**src/rtl/ct_had_dbg_pkg.sv**
```systemverilog
// ---------------------------------------------------------------------------
// ct_had_dbg_pkg
// Shared definitions for the HAD-side IFU debug-snapshot receiver:
//   - snapshot FSM encoding
//   - read-port word-select codes
//   - width and field offsets of the 83-bit IFU debug vector
// ---------------------------------------------------------------------------
package ct_had_dbg_pkg;

   localparam int INFO_W    = 83;

   // Field offsets inside ifu_had_debug_info
   localparam int PC_LSB    = 69;
   localparam int STALL_LSB = 52;
   localparam int STATE_LSB = 0;

   typedef enum logic [1:0] {
      ST_IDLE = 2'b00,
      ST_WAIT = 2'b01,
      ST_HOLD = 2'b10
   } dbg_state_e;

   localparam logic [1:0] WSEL_LO   = 2'd0;
   localparam logic [1:0] WSEL_MID  = 2'd1;
   localparam logic [1:0] WSEL_HI   = 2'd2;
   localparam logic [1:0] WSEL_STAT = 2'd3;

endpackage

```
**src/rtl/ct_had_dbginfo_rdmux.sv**
```systemverilog
// ---------------------------------------------------------------------------
// ct_had_dbginfo_rdmux
// Formats the shadowed debug vector into 32-bit words and registers the
// single-outstanding read acknowledge and data.
// Ports:
//   forever_cpuclk, cpurst_b  clock / async active-low reset
//   rd_req, rd_sel            level request and word select
//   shadow                    captured debug vector
//   stat_word                 pre-packed status word (word 3)
//   rd_ack, rd_data           one-cycle ack and held read data
// ---------------------------------------------------------------------------
module ct_had_dbginfo_rdmux #(
   parameter int INFO_W = ct_had_dbg_pkg::INFO_W
) (
   input  logic              forever_cpuclk,
   input  logic              cpurst_b,
   input  logic              rd_req,
   input  logic [1:0]        rd_sel,
   input  logic [INFO_W-1:0] shadow,
   input  logic [31:0]       stat_word,
   output logic              rd_ack,
   output logic [31:0]       rd_data
);
   import ct_had_dbg_pkg::*;

   logic [31:0] word;
   logic        rd_ack_q, rd_ack_d;
   logic [31:0] rd_data_q, rd_data_d;

   always_comb begin
      word = stat_word;
      case (rd_sel)
         WSEL_LO:   word = shadow[STATE_LSB +: 32];
         WSEL_MID:  word = shadow[STATE_LSB+32 +: 32];
         // pc_bus above the stall flags, zero-extended
         WSEL_HI:   word = 32'({shadow[INFO_W-1:PC_LSB], shadow[PC_LSB-1:64]});
         WSEL_STAT: word = stat_word;
         default:   word = stat_word;
      endcase
   end

   // The ack blocks a new sample in its own cycle, so a held request
   // yields at most one ack every two cycles.
   always_comb begin
      rd_ack_d  = rd_req && !rd_ack_q;
      rd_data_d = rd_ack_d ? word : rd_data_q;
   end

   always_ff @(posedge forever_cpuclk or negedge cpurst_b) begin
      if (!cpurst_b) begin
         rd_ack_q  <= 1'b0;
         rd_data_q <= 32'h0;
      end else begin
         rd_ack_q  <= rd_ack_d;
         rd_data_q <= rd_data_d;
      end
   end

   assign rd_ack  = rd_ack_q;
   assign rd_data = rd_data_q;

endmodule

```
**src/rtl/ct_had_ifu_dbginfo_rd.sv**
```systemverilog
// ---------------------------------------------------------------------------
// ct_had_ifu_dbginfo_rd
// Shadows the IFU debug snapshot one cycle after the debug-request
// handshake makes the IFU flop it, and serves the shadow to the HAD
// register file as 32-bit words. Tracks validity, staleness (IFU reset
// after capture) and a saturating capture count.
// Ports:
//   forever_cpuclk, cpurst_b      clock / async active-low reset
//   had_rtu_xx_jdbreq             debug request
//   rtu_ifu_xx_dbgon              core already in debug mode
//   ifu_had_debug_info            IFU registered snapshot
//   ifu_had_reset_on              IFU reset sequencing active
//   had_dbginfo_clr               clear valid flag and counter
//   had_dbginfo_rd_req/_sel       read request / word select
//   had_dbginfo_rd_ack/_data      read acknowledge / data
//   had_dbginfo_vld/_stale        snapshot status
// ---------------------------------------------------------------------------
module ct_had_ifu_dbginfo_rd #(
   parameter int INFO_W = ct_had_dbg_pkg::INFO_W,
   parameter int CNT_W  = 8
) (
   input  logic              forever_cpuclk,
   input  logic              cpurst_b,
   input  logic              had_rtu_xx_jdbreq,
   input  logic              rtu_ifu_xx_dbgon,
   input  logic [INFO_W-1:0] ifu_had_debug_info,
   input  logic              ifu_had_reset_on,
   input  logic              had_dbginfo_clr,
   input  logic              had_dbginfo_rd_req,
   input  logic [1:0]        had_dbginfo_rd_sel,
   output logic              had_dbginfo_rd_ack,
   output logic [31:0]       had_dbginfo_rd_data,
   output logic              had_dbginfo_vld,
   output logic              had_dbginfo_stale
);
   import ct_had_dbg_pkg::*;

   function automatic logic [CNT_W-1:0] sat_inc(input logic [CNT_W-1:0] v);
      return (&v) ? v : v + {{(CNT_W-1){1'b0}}, 1'b1};
   endfunction

   dbg_state_e        state_q, state_d;
   logic [INFO_W-1:0] shadow_q, shadow_d;
   logic              vld_q, vld_d;
   logic              stale_q, stale_d;
   logic [CNT_W-1:0]  cnt_q, cnt_d;
   logic              ron_q, ron_d;
   logic              cap_fire;
   logic              ron_rise;
   logic [7:0]        cnt8;
   logic [31:0]       stat_word;

   // Same qualification the IFU applies before flopping its debug vector
   assign cap_fire = had_rtu_xx_jdbreq && !rtu_ifu_xx_dbgon;
   assign ron_d    = ifu_had_reset_on;
   assign ron_rise = ifu_had_reset_on && !ron_q;

   always_comb begin
      state_d  = state_q;
      shadow_d = shadow_q;
      vld_d    = vld_q;
      stale_d  = stale_q;
      cnt_d    = cnt_q;
      if (ron_rise && vld_q) begin
         stale_d = 1'b1;
      end
      case (state_q)
         ST_IDLE, ST_HOLD: begin
            // A new capture request outranks a simultaneous clear
            if (cap_fire) begin
               state_d = ST_WAIT;
            end else if (had_dbginfo_clr) begin
               state_d = ST_IDLE;
               vld_d   = 1'b0;
               stale_d = 1'b0;
               cnt_d   = '0;
            end
         end
         ST_WAIT: begin
            // IFU flop has just updated; take the snapshot now
            shadow_d = ifu_had_debug_info;
            vld_d    = 1'b1;
            stale_d  = 1'b0;
            cnt_d    = sat_inc(cnt_q);
            state_d  = ST_HOLD;
         end
         default: state_d = ST_IDLE;
      endcase
   end

   always_ff @(posedge forever_cpuclk or negedge cpurst_b) begin
      if (!cpurst_b) begin
         state_q  <= ST_IDLE;
         shadow_q <= '0;
         vld_q    <= 1'b0;
         stale_q  <= 1'b0;
         cnt_q    <= '0;
         ron_q    <= 1'b0;
      end else begin
         state_q  <= state_d;
         shadow_q <= shadow_d;
         vld_q    <= vld_d;
         stale_q  <= stale_d;
         cnt_q    <= cnt_d;
         ron_q    <= ron_d;
      end
   end

   assign cnt8      = 8'(cnt_q);
   assign stat_word = {vld_q, stale_q, ifu_had_reset_on, state_q, 19'b0, cnt8};

   ct_had_dbginfo_rdmux #(.INFO_W(INFO_W)) u_rdmux (
      .forever_cpuclk (forever_cpuclk),
      .cpurst_b       (cpurst_b),
      .rd_req         (had_dbginfo_rd_req),
      .rd_sel         (had_dbginfo_rd_sel),
      .shadow         (shadow_q),
      .stat_word      (stat_word),
      .rd_ack         (had_dbginfo_rd_ack),
      .rd_data        (had_dbginfo_rd_data)
   );

   assign had_dbginfo_vld   = vld_q;
   assign had_dbginfo_stale = stale_q;

endmodule

```
**config.mk**
```make
export PLATFORM = sky130hd
export DESIGN_NAME = ct_had_ifu_dbginfo_rd
export DESIGN_NICKNAME = d
export VERILOG_FILES = /design/src/rtl/ct_had_dbg_pkg.sv /design/src/rtl/ct_had_dbginfo_rdmux.sv /design/src/rtl/ct_had_ifu_dbginfo_rd.sv
export SDC_FILE = /design/constraint.sdc
export NUM_CORES = 1
export LEC_CHECK = 0
export CAP_MARGIN = 40
export CORE_ASPECT_RATIO = 0.7
export CORE_MARGIN = 1.5
export CORE_UTILIZATION = 45
export CTS_BUF_LIST = sky130_fd_sc_hd__clkbuf_2 sky130_fd_sc_hd__clkbuf_4 sky130_fd_sc_hd__clkbuf_8
export DETAILED_ROUTE_END_ITERATION = 10
export PLACE_DENSITY = 0.73
export RECOVER_POWER = 100
export SLEW_MARGIN = 20
export SYNTH_ARGS = -nofsm -noshare
export SYNTH_HDL_FRONTEND = slang
export SYNTH_SLANG_ARGS = --single-unit
```
**constraint.sdc**
```tcl
create_clock -name forever_cpuclk -period 3.95 [get_ports forever_cpuclk]
set_clock_uncertainty 0.05 [all_clocks]
set_input_delay 0.5925 -clock forever_cpuclk [delete_from_list [all_inputs] [get_ports forever_cpuclk]]
set_output_delay 0.5925 -clock forever_cpuclk [all_outputs]
set_load 0.05 [all_outputs]
```
# Word level (Yosys, flattened, before mapping)
# Cells that the tools add are included.
# word_totals
in_bits	92
word_cells	47
regBits	129
romBits	0
latch_bits	0
output_inout_bits	35
ram_bits	0
mem_count	0
# classes
order_cmp	0
div	0
n_shift	0
add_sub_neg	1
reduce_logical	14
mux	15
n_eq_ne	9
mul	0
n_bitwise	0
# ops
operator	n
32-bit case mux with 4 select lines	1
8-bit two-way mux	3
8-bit case mux with 2 select lines	1
8-bit by 1-bit adder with 8-bit output (second input constant)	1
8-bit AND reduction	1
2-bit equality test (second input constant)	3
2-bit != test (second input constant)	3
1-bit two-way mux	5
2-bit by 1-bit equality test with 1-bit output (second input constant)	2
1-bit logical AND	4
2-bit logical NOT	2
2-bit two-way mux	2
1-bit case mux with 2 select lines	2
2-bit case mux with 2 select lines	1
4-bit AND reduction	1
1-bit logical NOT	3
3-bit != test (second input constant)	1
3-bit AND reduction	1
2-bit nonzero test	1
2-bit OR reduction	1

# Longest topological paths before layout
# Gate-level depths: netlist of run 1.
# depth
depth_word	7
depth_mapped	6

# Hierarchy
# From an unflattened synthesis of run 1, not the netlist that was laid out.
# unflattened
hier_cells	598
area_unflattened_um2	5799.3
# modules_own_cells
module	seq_area_each_um2	instances	cells_per_inst	area_per_inst_um2
ct_had_ifu_dbginfo_rd	2402.3	1	415	3752.3
ct_had_dbginfo_rdmux	825.8	1	183	2047.0

# Worst setup path after synthesis of run 1
# No wires, ideal clock.
# synth_path
path_type	input port to flip-flop
start	input had_dbginfo_rd_sel[0]
end	register u_rdmux.rd_data_q[6], in the netlist u_rdmux.rd_data[6]
n_path_buf	2
arrival_ns	1.725
setup_slack_ns	2.050
t_required_ns	3.775
cell_stages	4
cell_sequence	buf_2 > buf_4 > mux4_2 > mux2_2
# synth_via
elab_chain_len	2
# synth_rtl
item	line	rtl
start: declaration	ct_had_ifu_dbginfo_rd.sv:30	input logic [1:0] had_dbginfo_rd_sel,
2-bit equality test, or another cell as far along	ct_had_dbginfo_rdmux.sv:32	case (rd_sel)
32-bit case mux with 4 select lines *	ct_had_dbginfo_rdmux.sv:32	
end signal: assignment	ct_had_dbginfo_rdmux.sv:55	rd_data_q <= rd_data_d;
end: declaration	ct_had_dbginfo_rdmux.sv:28	logic [31:0] rd_data_q, rd_data_d;
# Mark *: on every way between the ends. The rest lies on a longest branch, timed or not.
# A chain may end at the register's enable or synchronous reset.

# Final worst setup path of run 1
# layout_path
start	input had_dbginfo_rd_req
end	register u_rdmux.rd_data_q[5], in the netlist u_rdmux.rd_data[5]
# layout_via
elab_chain_len	1
# layout_rtl
item	line	rtl
start: declaration	ct_had_ifu_dbginfo_rd.sv:29	input logic had_dbginfo_rd_req,
1-bit logical AND	ct_had_dbginfo_rdmux.sv:45	rd_ack_d = rd_req && !rd_ack_q;
# No other way between the ends.

==> results of run 1 <==
area by class of cell:
cell class	instances	area share, %
clock inverter	11	2.513
sequential	129	43.81
clock buffer	20	3.651
multi-input combinational	420	28.95
tap	157	2.666
timing repair buffer	135	18.36
inverter	1	0.05094
metal layers:
metal / vias to the layer above / track usage [%] / routed length (um) / share of wire [%]
met5: - / 0 / 0 / 0
met4: 0 / 7.258 / 205 / 1.5
li1: 2123 / - / - / -
met1: 2204 / 31.46 / 6469 / 47
met3: 21 / 5.529 / 706 / 5.2
met2: 138 / 36.05 / 6285 / 46
how the worst max path moves through the flow:
stage,end,slack [ns],depth (start not counted)
2_1_floorplan,u_rdmux.rd_data[6]$_DFFE_PN0P_,2.05,4
3_3_place_gp,u_rdmux.rd_data[14]$_DFFE_PN0P_,1.19,4
3_5_place_dp,u_rdmux.rd_data[15]$_DFFE_PN0P_,1.49,4
4_1_cts,had_dbginfo_vld,1.61,1
5_1_grt,u_rdmux.rd_data[5]$_DFFE_PN0P_,0.93,4
6_report,u_rdmux.rd_data[5]$_DFFE_PN0P_,1.11,4
stage by stage:
| stage | cells | setup slack, ns |
|---|---|---|
| finish | 873 | 1.109 |
| global route | 873 | 0.9266 |
| CTS | 873 | 1.609 |
| detailed placement | 842 | 1.492 |
| global placement | 838 | 1.189 |
| floorplan | 586 | 2.050 |
sequential cells by signal, summed over array words and instances (netlist names):
register           cells
had_dbginfo_stale      1
shadow_q              83
state_q                2
ron_q                  1
had_dbginfo_vld        1
u_rdmux.rd_data       32
cnt8                   8
u_rdmux.rd_ack         1
cell usage in the layout, fill, tap and decap left out, drive strengths merged:
| cell | Yosys | final |
|---|---|---|
| a21boi | 1 | 1 |
| a21oi | 12 | 12 |
| a22oi | 5 | 5 |
| a31oi | 2 | 2 |
| and2b | 2 | 2 |
| and3 | 1 | 1 |
| and4 | 1 | 1 |
| buf | 19 | 9 |
| bufinv | 0 | 5 |
| clkbuf | 17 | 22 |
| clkdlybuf4s50 | 0 | 85 |
| clkinv | 0 | 4 |
| clkinvlp | 0 | 2 |
| dfrtp | 129 | 129 |
| dlygate4sd3 | 0 | 39 |
| ha | 1 | 1 |
| inv | 1 | 1 |
| mux2 | 13 | 13 |
| mux2i | 21 | 21 |
| mux4 | 8 | 8 |
| nand2 | 285 | 285 |
| nand2b | 5 | 5 |
| nand3 | 4 | 4 |
| nand3b | 1 | 1 |
| nand4 | 1 | 1 |
| nor2 | 16 | 16 |
| nor2b | 1 | 1 |
| nor3 | 2 | 2 |
| nor4 | 1 | 1 |
| o21a | 1 | 1 |
| o21ai | 28 | 28 |
| o31ai | 5 | 5 |
| o41ai | 1 | 1 |
| or2 | 1 | 1 |
| or4 | 1 | 1 |
power by group through the flow:
stage	clock (uW)	combinational (uW)	sequential [uW]
finish	1290	931	1740
global route	1360	1020	1770
CTS	1300	973	1740
detailed placement	0	966	1760
global placement	0	932	1750
floorplan	0	349	1970
tightest hold or removal path: cells and delay by family (launching register included):
| family | cells | cell delay, ns |
|---|---|---|
| flip-flops | 1 | 0.34 |
| AND/OR/NAND/NOR | 2 | 0.10 |
cell families (layout without fill, tap and decap cells):
logic type | count (synthesis) | in the layout | share of synthesized area, %
AOI/OAI and AO/OA | 55 | 55 | 5.843
adders and majority gates | 1 | 1 | 0.2264
buffers and inverters | 37 | 167 | 2.966
DFF | 129 | 129 | 58.42
muxes | 42 | 42 | 9.715
and+or+nand+nor | 322 | 322 | 22.83
==> results.sh, run 1 <==
export IMPL_worst_pin_slew_ns=1.852
export IMPL_io_buffers=126
export IMPL_design_area_um2=7368
export IMPL_seq_area_um2=3228
export IMPL_core_um2=11850
export IMPL_combPwrFrac_pct=23.5
export IMPL_syn_area_per_cell_um2=9.429
export IMPL_wl_mm=13.67
export IMPL_synth_edf_count=0
export IMPL_slew_violations=77
export IMPL_violations="capacitance limit, slew limit"
export IMPL_ys_seq_area_share_pct=58.42
export IMPL_worstPathRequired_ns=4.22
export IMPL_regToRegSetupSlack_ns=1.31
export IMPL_synthesis_nets=679
export IMPL_ctsHtreeMaxLevel=4
export IMPL_drive_above_1_share_pct=8.799
export IMPL_gp_congestion=0.8283
export IMPL_fin_nets=797
export IMPL_startpoint="had_dbginfo_rd_req"
export IMPL_synthTopCellsByArea="dfrtp_1, nand2_1, mux2i_1, mux4_2, mux2_2"
export IMPL_setup_viol=0
export IMPL_grt_max_degree=77
export IMPL_crit_slowest_cell="nand2b_1"
export IMPL_whs_path_depth=2
export IMPL_hold_violations=0
export IMPL_fillCellCount=932
export IMPL_cts_root_buf="clkbuf_8"
export IMPL_rows=33
export IMPL_path_buf_inv=2
export IMPL_r2r_end="cnt8[4]$_DFFE_PN0P_"
export IMPL_gr_total_overflow=0
export IMPL_synth_most_common_cell="nand2_1"
export IMPL_synth_top_area_cell="dfrtp_1"
export IMPL_die_area_um2=12960
export IMPL_synthFlopType="dfrtp_1"
export IMPL_fin_crit_sh_pct=71.93
export IMPL_cts_resized=0
export IMPL_worst_hold_path_type="register to register"
export IMPL_ir_worst_vdd_mv=0.3630
export IMPL_cts_buffers=17
export IMPL_wire_per_inst_um=15.66
export IMPL_rsz0062_at_grt="false"
export IMPL_netlist_instances=586
export IMPL_grt_pass1_wl_mm=22.43
export IMPL_clock_path_buffers=2
export IMPL_worstPathArrival_ns=3.11
export IMPL_initial_core_util_pct=46.63
export IMPL_synthToLayoutAreaGrowth_pct=33.36
export IMPL_holdCritStartpoint="shadow_q[3]$_DFFE_PN0N_"
export IMPL_cts_hold_buf=0
export IMPL_fmax_ghz=0.3520
export IMPL_leakagePower_uw=0.003627
export IMPL_antenna_found_initial=0
export IMPL_pwr_density_cell_nw_per_um2=537.2
export IMPL_p_int_uw=2728
export IMPL_die_x_um=135.4
export IMPL_p_switching_uw=1230
export IMPL_drt_pre_antenna_iters=4
export IMPL_outcome="finished, violations left"
export IMPL_drc=0
export IMPL_crit_type="input pin to register"
export IMPL_drtIter0Drc=260
export IMPL_crit_family="buffers and inverters"
export IMPL_postRouteAntennaNets=0
export IMPL_ys_warnings_count=0
export IMPL_die_y_um=95.71
export IMPL_holdPathEnd="shadow_q[3]$_DFFE_PN0N_"
export IMPL_path_clk_slew_ns=0.07
export IMPL_io_pins=127
export IMPL_synthArstFlopShare_pct=100.0
export IMPL_hold_slack_ns=0.4262
export IMPL_reg2reg_from="state_q[0]$_DFFE_PN0P_"
export IMPL_postCtsSetupBuffers=0
export IMPL_place_area_um2=6935
export IMPL_p_sw_share_pct=31.07
export IMPL_pwr_share_seq_pct=44.0
export IMPL_synth_seq_cells=129
export IMPL_reg2reg_depth=4
export IMPL_dp_hpwl_mm=9.399
export IMPL_cts_tree="built"
export IMPL_final_core_util_pct=62.18
export IMPL_multi_input_area_um2=2133
export IMPL_max_stage_delay_ns=0.84
export IMPL_yosys_top_cells_count="nand2_1, dfrtp_1, o21ai_0, mux2i_1, clkbuf_1"
export IMPL_pwr_share_clk_pct=32.5
export IMPL_critical_path_cell_chain="dlygate4sd3_1 -> nand2b_1 -> clkbuf_1 -> mux2_2"
export IMPL_netlist_area_um2=5525
export IMPL_vias_per_cell=5.139
export IMPL_slew_headroom_pct=-23.44
export IMPL_synth_distinct_cells=33
export IMPL_path_max_fanout=32
export IMPL_grt_pass1_vias=4520
export IMPL_vias=4486
export IMPL_clk_latency_ns=0.43
export IMPL_setup_tns_ns=0
export IMPL_startpoint_type="input pin"
export IMPL_track_usage_pct=22.82
export IMPL_synth_top_area_share_pct=58.42
export IMPL_n_antenna_cell=0
export IMPL_endpoint_kind="register"
export IMPL_cts_sinks=129
export IMPL_total_power_uw=3958
export IMPL_cap_violations=1
export IMPL_min_period_ns=2.841
No activity file was read; power rests on OpenSTA's default activity.
==> run 2: changes to the inputs <==
--- a/config.mk
+++ b/config.mk
@@ -11,7 +11,7 @@
 export CORE_UTILIZATION = 45
 export CTS_BUF_LIST = sky130_fd_sc_hd__clkbuf_2 sky130_fd_sc_hd__clkbuf_4 sky130_fd_sc_hd__clkbuf_8
 export DETAILED_ROUTE_END_ITERATION = 10
-export PLACE_DENSITY = 0.73
+export PLACE_DENSITY = 0.76
 export RECOVER_POWER = 100
 export SLEW_MARGIN = 20
 export SYNTH_ARGS = -nofsm -noshare
==> constraint.sdc (replaced) <==
create_clock -name forever_cpuclk -period 2.3 [get_ports forever_cpuclk]
set_clock_uncertainty 0.05 [all_clocks]
set_input_delay 0.345 -clock forever_cpuclk [delete_from_list [all_inputs] [get_ports forever_cpuclk]]
set_output_delay 0.345 -clock forever_cpuclk [all_outputs]
set_load 0.05 [all_outputs]
==> results.sh, run 2 (same netlist as run 1, synthesis figures left out) <==
export IMPL_slew_headroom_pct=36.26
export IMPL_path_clk_slew_ns=0.08
export IMPL_place_area_um2=6973
export IMPL_worstPathRequired_ns=1.90
export IMPL_setup_tns_ns=0
export IMPL_initial_core_util_pct=46.63
export IMPL_drt_pre_antenna_iters=6
export IMPL_vias=4484
export IMPL_max_stage_delay_ns=0.90
export IMPL_crit_family="buffers and inverters"
export IMPL_setup_viol=0
export IMPL_die_x_um=135.4
export IMPL_cts_sinks=129
export IMPL_clk_latency_ns=0.43
export IMPL_worst_hold_path_type="input pin to register"
export IMPL_total_power_uw=6859
export IMPL_crit_slowest_cell="dlygate4sd3_1"
export IMPL_fin_crit_sh_pct=92.39
export IMPL_leakagePower_uw=0.003638
export IMPL_fmax_ghz=0.4706
export IMPL_postRouteAntennaNets=0
export IMPL_worst_pin_slew_ns=0.9562
export IMPL_n_antenna_cell=0
export IMPL_critical_path_cell_chain="dlygate4sd3_1"
export IMPL_ir_worst_vdd_mv=0.4310
export IMPL_outcome="completed"
export IMPL_rows=33
export IMPL_vias_per_cell=5.101
export IMPL_cts_buffers=17
export IMPL_grt_max_degree=87
export IMPL_drtIter0Drc=223
export IMPL_synthToLayoutAreaGrowth_pct=33.61
export IMPL_die_y_um=95.71
export IMPL_regMostFlops="shadow_q"
export IMPL_fin_nets=803
export IMPL_gr_total_overflow=0
export IMPL_startpoint_type="register"
export IMPL_io_buffers=126
export IMPL_path_max_fanout=4
export IMPL_pwr_density_cell_nw_per_um2=929.2
export IMPL_grt_pass1_vias=4608
export IMPL_rsz0062_at_grt="false"
export IMPL_cts_tree="built"
export IMPL_drive_above_1_share_pct=9.003
export IMPL_endpoint_kind="primary output"
export IMPL_largest_register_ffs=83
export IMPL_layout_commonest_cell="nand2_1"
export IMPL_cts_resized=0
export IMPL_track_usage_pct=22.53
export IMPL_wire_per_inst_um=15.41
export IMPL_worstPathArrival_ns=1.73
export IMPL_gp_congestion=0.8303
export IMPL_dp_hpwl_mm=9.305
export IMPL_core_um2=11850
export IMPL_final_cell_mix="nand2_1, dfrtp_1, clkdlybuf4s50_1, dlygate4sd3_1, o21ai_0"
export IMPL_min_period_ns=2.125
export IMPL_wl_mm=13.54
export IMPL_die_area_um2=12960
export IMPL_hold_violations=0
export IMPL_ctsHtreeMaxLevel=4
export IMPL_crit_type="register to primary output"
export IMPL_cts_root_buf="clkbuf_8"
export IMPL_antenna_found_initial=0
export IMPL_drc=0
export IMPL_clock_path_buffers=2
export IMPL_slew_violations=0
export IMPL_io_pins=127
export IMPL_path_buf_inv=1
export IMPL_design_area_um2=7382
export IMPL_grt_pass1_wl_mm=22.31
export IMPL_cap_violations=0
-- run 2: cell types whose count changed in the layout (fill, tap and decap cells not counted), sizes merged --
cell | before | now
clkinvlp | 2 | 1
bufinv | 5 | 6
clkinv | 4 | 5
clkdlybuf4s50 | 85 | 86
clkbuf | 22 | 26
-- run 2: stage by stage --
| step | util (%) | hold slack [ns] | cells | setup slack, ns |
|---|---|---|---|---|
| floorplan | - | -0.0005911 | 586 | 0.5755 |
| global placement | 58.84 | 0.3084 | 847 | 0.3866 |
| detailed placement | 58.84 | 0.3131 | 847 | 0.2366 |
| CTS | 62.88 | 0.3699 | 879 | 0.2120 |
| global route | 62.30 | 0.3777 | 879 | 0.09445 |
| finish | 62.30 | 0.3875 | 879 | 0.1750 |
-- run 2: worst paths after layout --
kind | from | to | slack, ns | cells past startpoint
worst max register to register | cnt8[0]$_DFFE_PN0P_ | cnt8[7]$_DFFE_PN0P_ | 0.26 | 6
worst min register to register | shadow_q[26]$_DFFE_PN0N_ | shadow_q[26]$_DFFE_PN0N_ | 0.42 | 2
worst max-delay path | had_dbginfo_vld$_DFFE_PN0P_ | had_dbginfo_vld | 0.18 | 1
min in group asynchronous | cpurst_b | shadow_q[75]$_DFFE_PN0N_ | 0.41 | 2
worst min-delay path | ifu_had_debug_info[0] | shadow_q[0]$_DFFE_PN0N_ | 0.39 | 3
max in group asynchronous | cpurst_b | u_rdmux.rd_data[27]$_DFFE_PN0P_ | 0.58 | 3
-- run 2: final cells by class --
cell class	instances	area, um^2
clock buffer	19	255.2
clock inverter	12	212.7
fill	951	4468
inverter	1	3.754
multi-input combinational	420	2123
sequential	129	3228
tap	157	196.4
timing repair buffer	141	1363
-- run 2: tightest hold or removal path: cells and delay by family --
| family | cells | cell delay, ns |
|---|---|---|
| and+or+nand+nor | 2 | 0.09 |
| buffers and inverters | 1 | 0.40 |
-- run 2: power breakdown --
group | switching, uW | internal, uW | total (uW)
sequential | 267 | 2710 | 2980
combinational | 974 | 622 | 1600
clock | 856 | 1430 | 2280
-- run 2: repair_timing --
action / 4_1_cts / 5_1_grt
buffers inserted: 0 / 0
hold endpoints to repair: 59 / 0
hold buffers: 1 / 0
-- run 2: routing by layer --
metal | vias up | track usage (%) | wire length [um]
li1 | 2149 | - | -
met1 | 2168 | 29.77 | 6131
met2 | 152 | 36.82 | 6495
met3 | 15 | 6.003 | 763
met4 | 0 | 7.079 | 151
met5 | - | 0 | 0
==> run 3: changes to the inputs <==
--- a/config.mk
+++ b/config.mk
@@ -11,6 +11,7 @@
 export CORE_UTILIZATION = 45
 export CTS_BUF_LIST = sky130_fd_sc_hd__clkbuf_2 sky130_fd_sc_hd__clkbuf_4 sky130_fd_sc_hd__clkbuf_8
 export DETAILED_ROUTE_END_ITERATION = 10
+export GPL_ROUTABILITY_DRIVEN = 0
 export PLACE_DENSITY = 0.76
 export RECOVER_POWER = 100
 export SLEW_MARGIN = 20
==> constraint.sdc (replaced) <==
create_clock -name forever_cpuclk -period 1.92 [get_ports forever_cpuclk]
set_clock_uncertainty 0.05 [all_clocks]
set_input_delay 0.288 -clock forever_cpuclk [delete_from_list [all_inputs] [get_ports forever_cpuclk]]
set_output_delay 0.288 -clock forever_cpuclk [all_outputs]
set_load 0.05 [all_outputs]
==> results.sh, run 3 (same netlist as run 1, synthesis figures left out) <==
export IMPL_cts_tree="built"
export IMPL_path_max_fanout=86
export IMPL_cts_sinks=129
export IMPL_vias_per_cell=5.128
export IMPL_cts_buffers=17
export IMPL_largest_register_ffs=83
export IMPL_worst_pin_slew_ns=1.237
export IMPL_crit_type="register to register"
export IMPL_worst_hold_path_type="input pin to register"
export IMPL_core_um2=11850
export IMPL_n_antenna_cell=0
export IMPL_regToRegSetupSlack_ns=0.13
export IMPL_p_switching_uw=2528
export IMPL_setup_slack_ns=0.1327
export IMPL_cap_violations=0
export IMPL_fin_nets=807
export IMPL_drive_above_1_share_pct=10.32
export IMPL_path_clk_slew_ns=0.07
export IMPL_r2r_end="cnt8[4]$_DFFE_PN0P_"
export IMPL_io_pins=127
export IMPL_clock_path_buffers=2
export IMPL_endpoint_kind="register"
export IMPL_worstPathArrival_ns=2.08
export IMPL_pwr_share_clk_pct=29.9
export IMPL_grt_pass1_vias=4505
export IMPL_holdCritStartpoint="ifu_had_debug_info[0]"
export IMPL_postCtsSetupBuffers=0
export IMPL_grt_pass1_wl_mm=22.38
export IMPL_multi_input_area_um2=2148
export IMPL_initial_core_util_pct=46.63
export IMPL_rsz0062_at_grt="false"
export IMPL_hold_slack_ns=0.3269
export IMPL_synthToLayoutAreaGrowth_pct=32.72
export IMPL_critical_path_cell_chain="and2b_1 -> buf_6 -> nand4_1 -> o21ai_0"
export IMPL_dp_cells=850
export IMPL_pwr_share_seq_pct=46.0
export IMPL_drc=0
export IMPL_total_power_uw=7758
export IMPL_vias=4533
export IMPL_postRouteAntennaNets=0
export IMPL_whs_path_depth=3
export IMPL_slew_violations=0
export IMPL_holdPathEnd="shadow_q[0]$_DFFE_PN0N_"
export IMPL_seq_area_um2=3228
export IMPL_pwr_density_cell_nw_per_um2=1058
export IMPL_fillCellCount=965
export IMPL_drt_pre_antenna_iters=7
export IMPL_die_area_um2=12960
export IMPL_drtIter0Drc=367
export IMPL_worstPathRequired_ns=2.21
export IMPL_reg2reg_from="state_q[0]$_DFFE_PN0P_"
export IMPL_ir_worst_vdd_mv=0.5336
export IMPL_cts_root_buf="clkbuf_8"
export IMPL_dp_hpwl_mm=9.374
export IMPL_startpoint_type="register"
export IMPL_crit_slowest_cell="dfrtp_1"
export IMPL_fin_crit_sh_pct=93.09
export IMPL_gr_total_overflow=0
export IMPL_clk_latency_ns=0.44
export IMPL_final_cell_mix="nand2_1, dfrtp_1, clkdlybuf4s50_1, dlygate4sd2_1, o21ai_0"
export IMPL_combPwrFrac_pct=24.1
export IMPL_final_cells=884
export IMPL_regMostFlops="shadow_q"
export IMPL_antenna_found_initial=0
export IMPL_die_x_um=135.4
export IMPL_wire_per_inst_um=15.27
export IMPL_slew_headroom_pct=17.56
export IMPL_setup_viol=0
export IMPL_track_usage_pct=22.82
export IMPL_fmax_ghz=0.5595
export IMPL_wl_mm=13.50
export IMPL_dp_slack_ns=-0.09806
export IMPL_io_buffers=126
export IMPL_setup_tns_ns=0
export IMPL_p_int_uw=5230
export IMPL_p_sw_share_pct=32.59
export IMPL_die_y_um=95.71
export IMPL_rows=33
export IMPL_hold_violations=0
export IMPL_reg2reg_depth=4
export IMPL_min_period_ns=1.787
export IMPL_grt_max_degree=87
export IMPL_ctsHtreeMaxLevel=4
export IMPL_layout_commonest_cell="nand2_1"
export IMPL_outcome="completed"
export IMPL_max_stage_delay_ns=0.52
export IMPL_leakagePower_uw=0.003671
run 3: cell count changes in the layout (fill, tap and decap cells not counted), sizes merged:
cell | previous run | this run
clkbuf | 26 | 31
dlygate4sd3 | 39 | 3
clkdlybuf4s50 | 86 | 87
clkinvlp | 1 | 2
buf | 9 | 14
bufinv | 6 | 2
dlygate4sd2 | 0 | 32
clkinv | 5 | 6
run 3: final cells by class:
cell class,count,area share (%)
timing repair buffer,145,18.51
tap,157,2.679
multi-input combinational,420,29.30
clock buffer,22,3.958
inverter,1,0.05119
sequential,129,44.02
clock inverter,10,1.484
run 3: power by group through the flow:
stage               Clock (uW)  Sequential [uW]  Combinational [uW]
finish                    2320             3570                1870
global route              2460             3630                2070
CTS                       2340             3560                1920
detailed placement           0             3620                2010
global placement             0             3600                1950
floorplan                    0             4060                 718
run 3: worst max path at each step:
stage,to,cells past startpoint,start
floorplan,u_rdmux.rd_data[26]$_DFFE_PN0P_,5,u_rdmux.rd_ack$_DFF_PN0_
global placement,u_rdmux.rd_data[8]$_DFFE_PN0P_,4,had_dbginfo_rd_sel[1]
finish,cnt8[4]$_DFFE_PN0P_,4,state_q[0]$_DFFE_PN0P_
CTS,cnt8[3]$_DFFE_PN0P_,6,cnt8[0]$_DFFE_PN0P_
global route,cnt8[4]$_DFFE_PN0P_,4,state_q[0]$_DFFE_PN0P_
detailed placement,u_rdmux.rd_data[11]$_DFFE_PN0P_,4,had_dbginfo_rd_sel[1]
run 3: timing repair:
action / CTS / global route
pin swaps: 0 / 0
resized for setup: 32 / 1
cloned: 0 / 0
setup endpoints to repair: 32 / 6
hold buffers: 1 / 0
hold endpoints to repair: 47 / 0
run 3: routing by layer:
layer | GRT usage [%] | share of wire [%]
met5 | 0 | 0
met4 | 6.272 | 1.3
met3 | 6.003 | 6.3
met2 | 36.14 | 46
met1 | 31.48 | 46
run 3: per-stage QoR:
stage	util (%)	cell area (um^2)
after floorplan	-	5525
after global placement	59.18	7013
after detailed placement	59.18	7013
after CTS	62.30	7382
after global routing	61.88	7333
final	61.88	7333
run 3: critical path: cells and delay by family, from the launching register on:
kind | cells | cell delay, ns
and+or+nand+nor | 2 | 0.42
buffers and inverters | 1 | 0.52
AOI/OAI and AO/OA | 1 | 0.18
DFF | 1 | 0.52
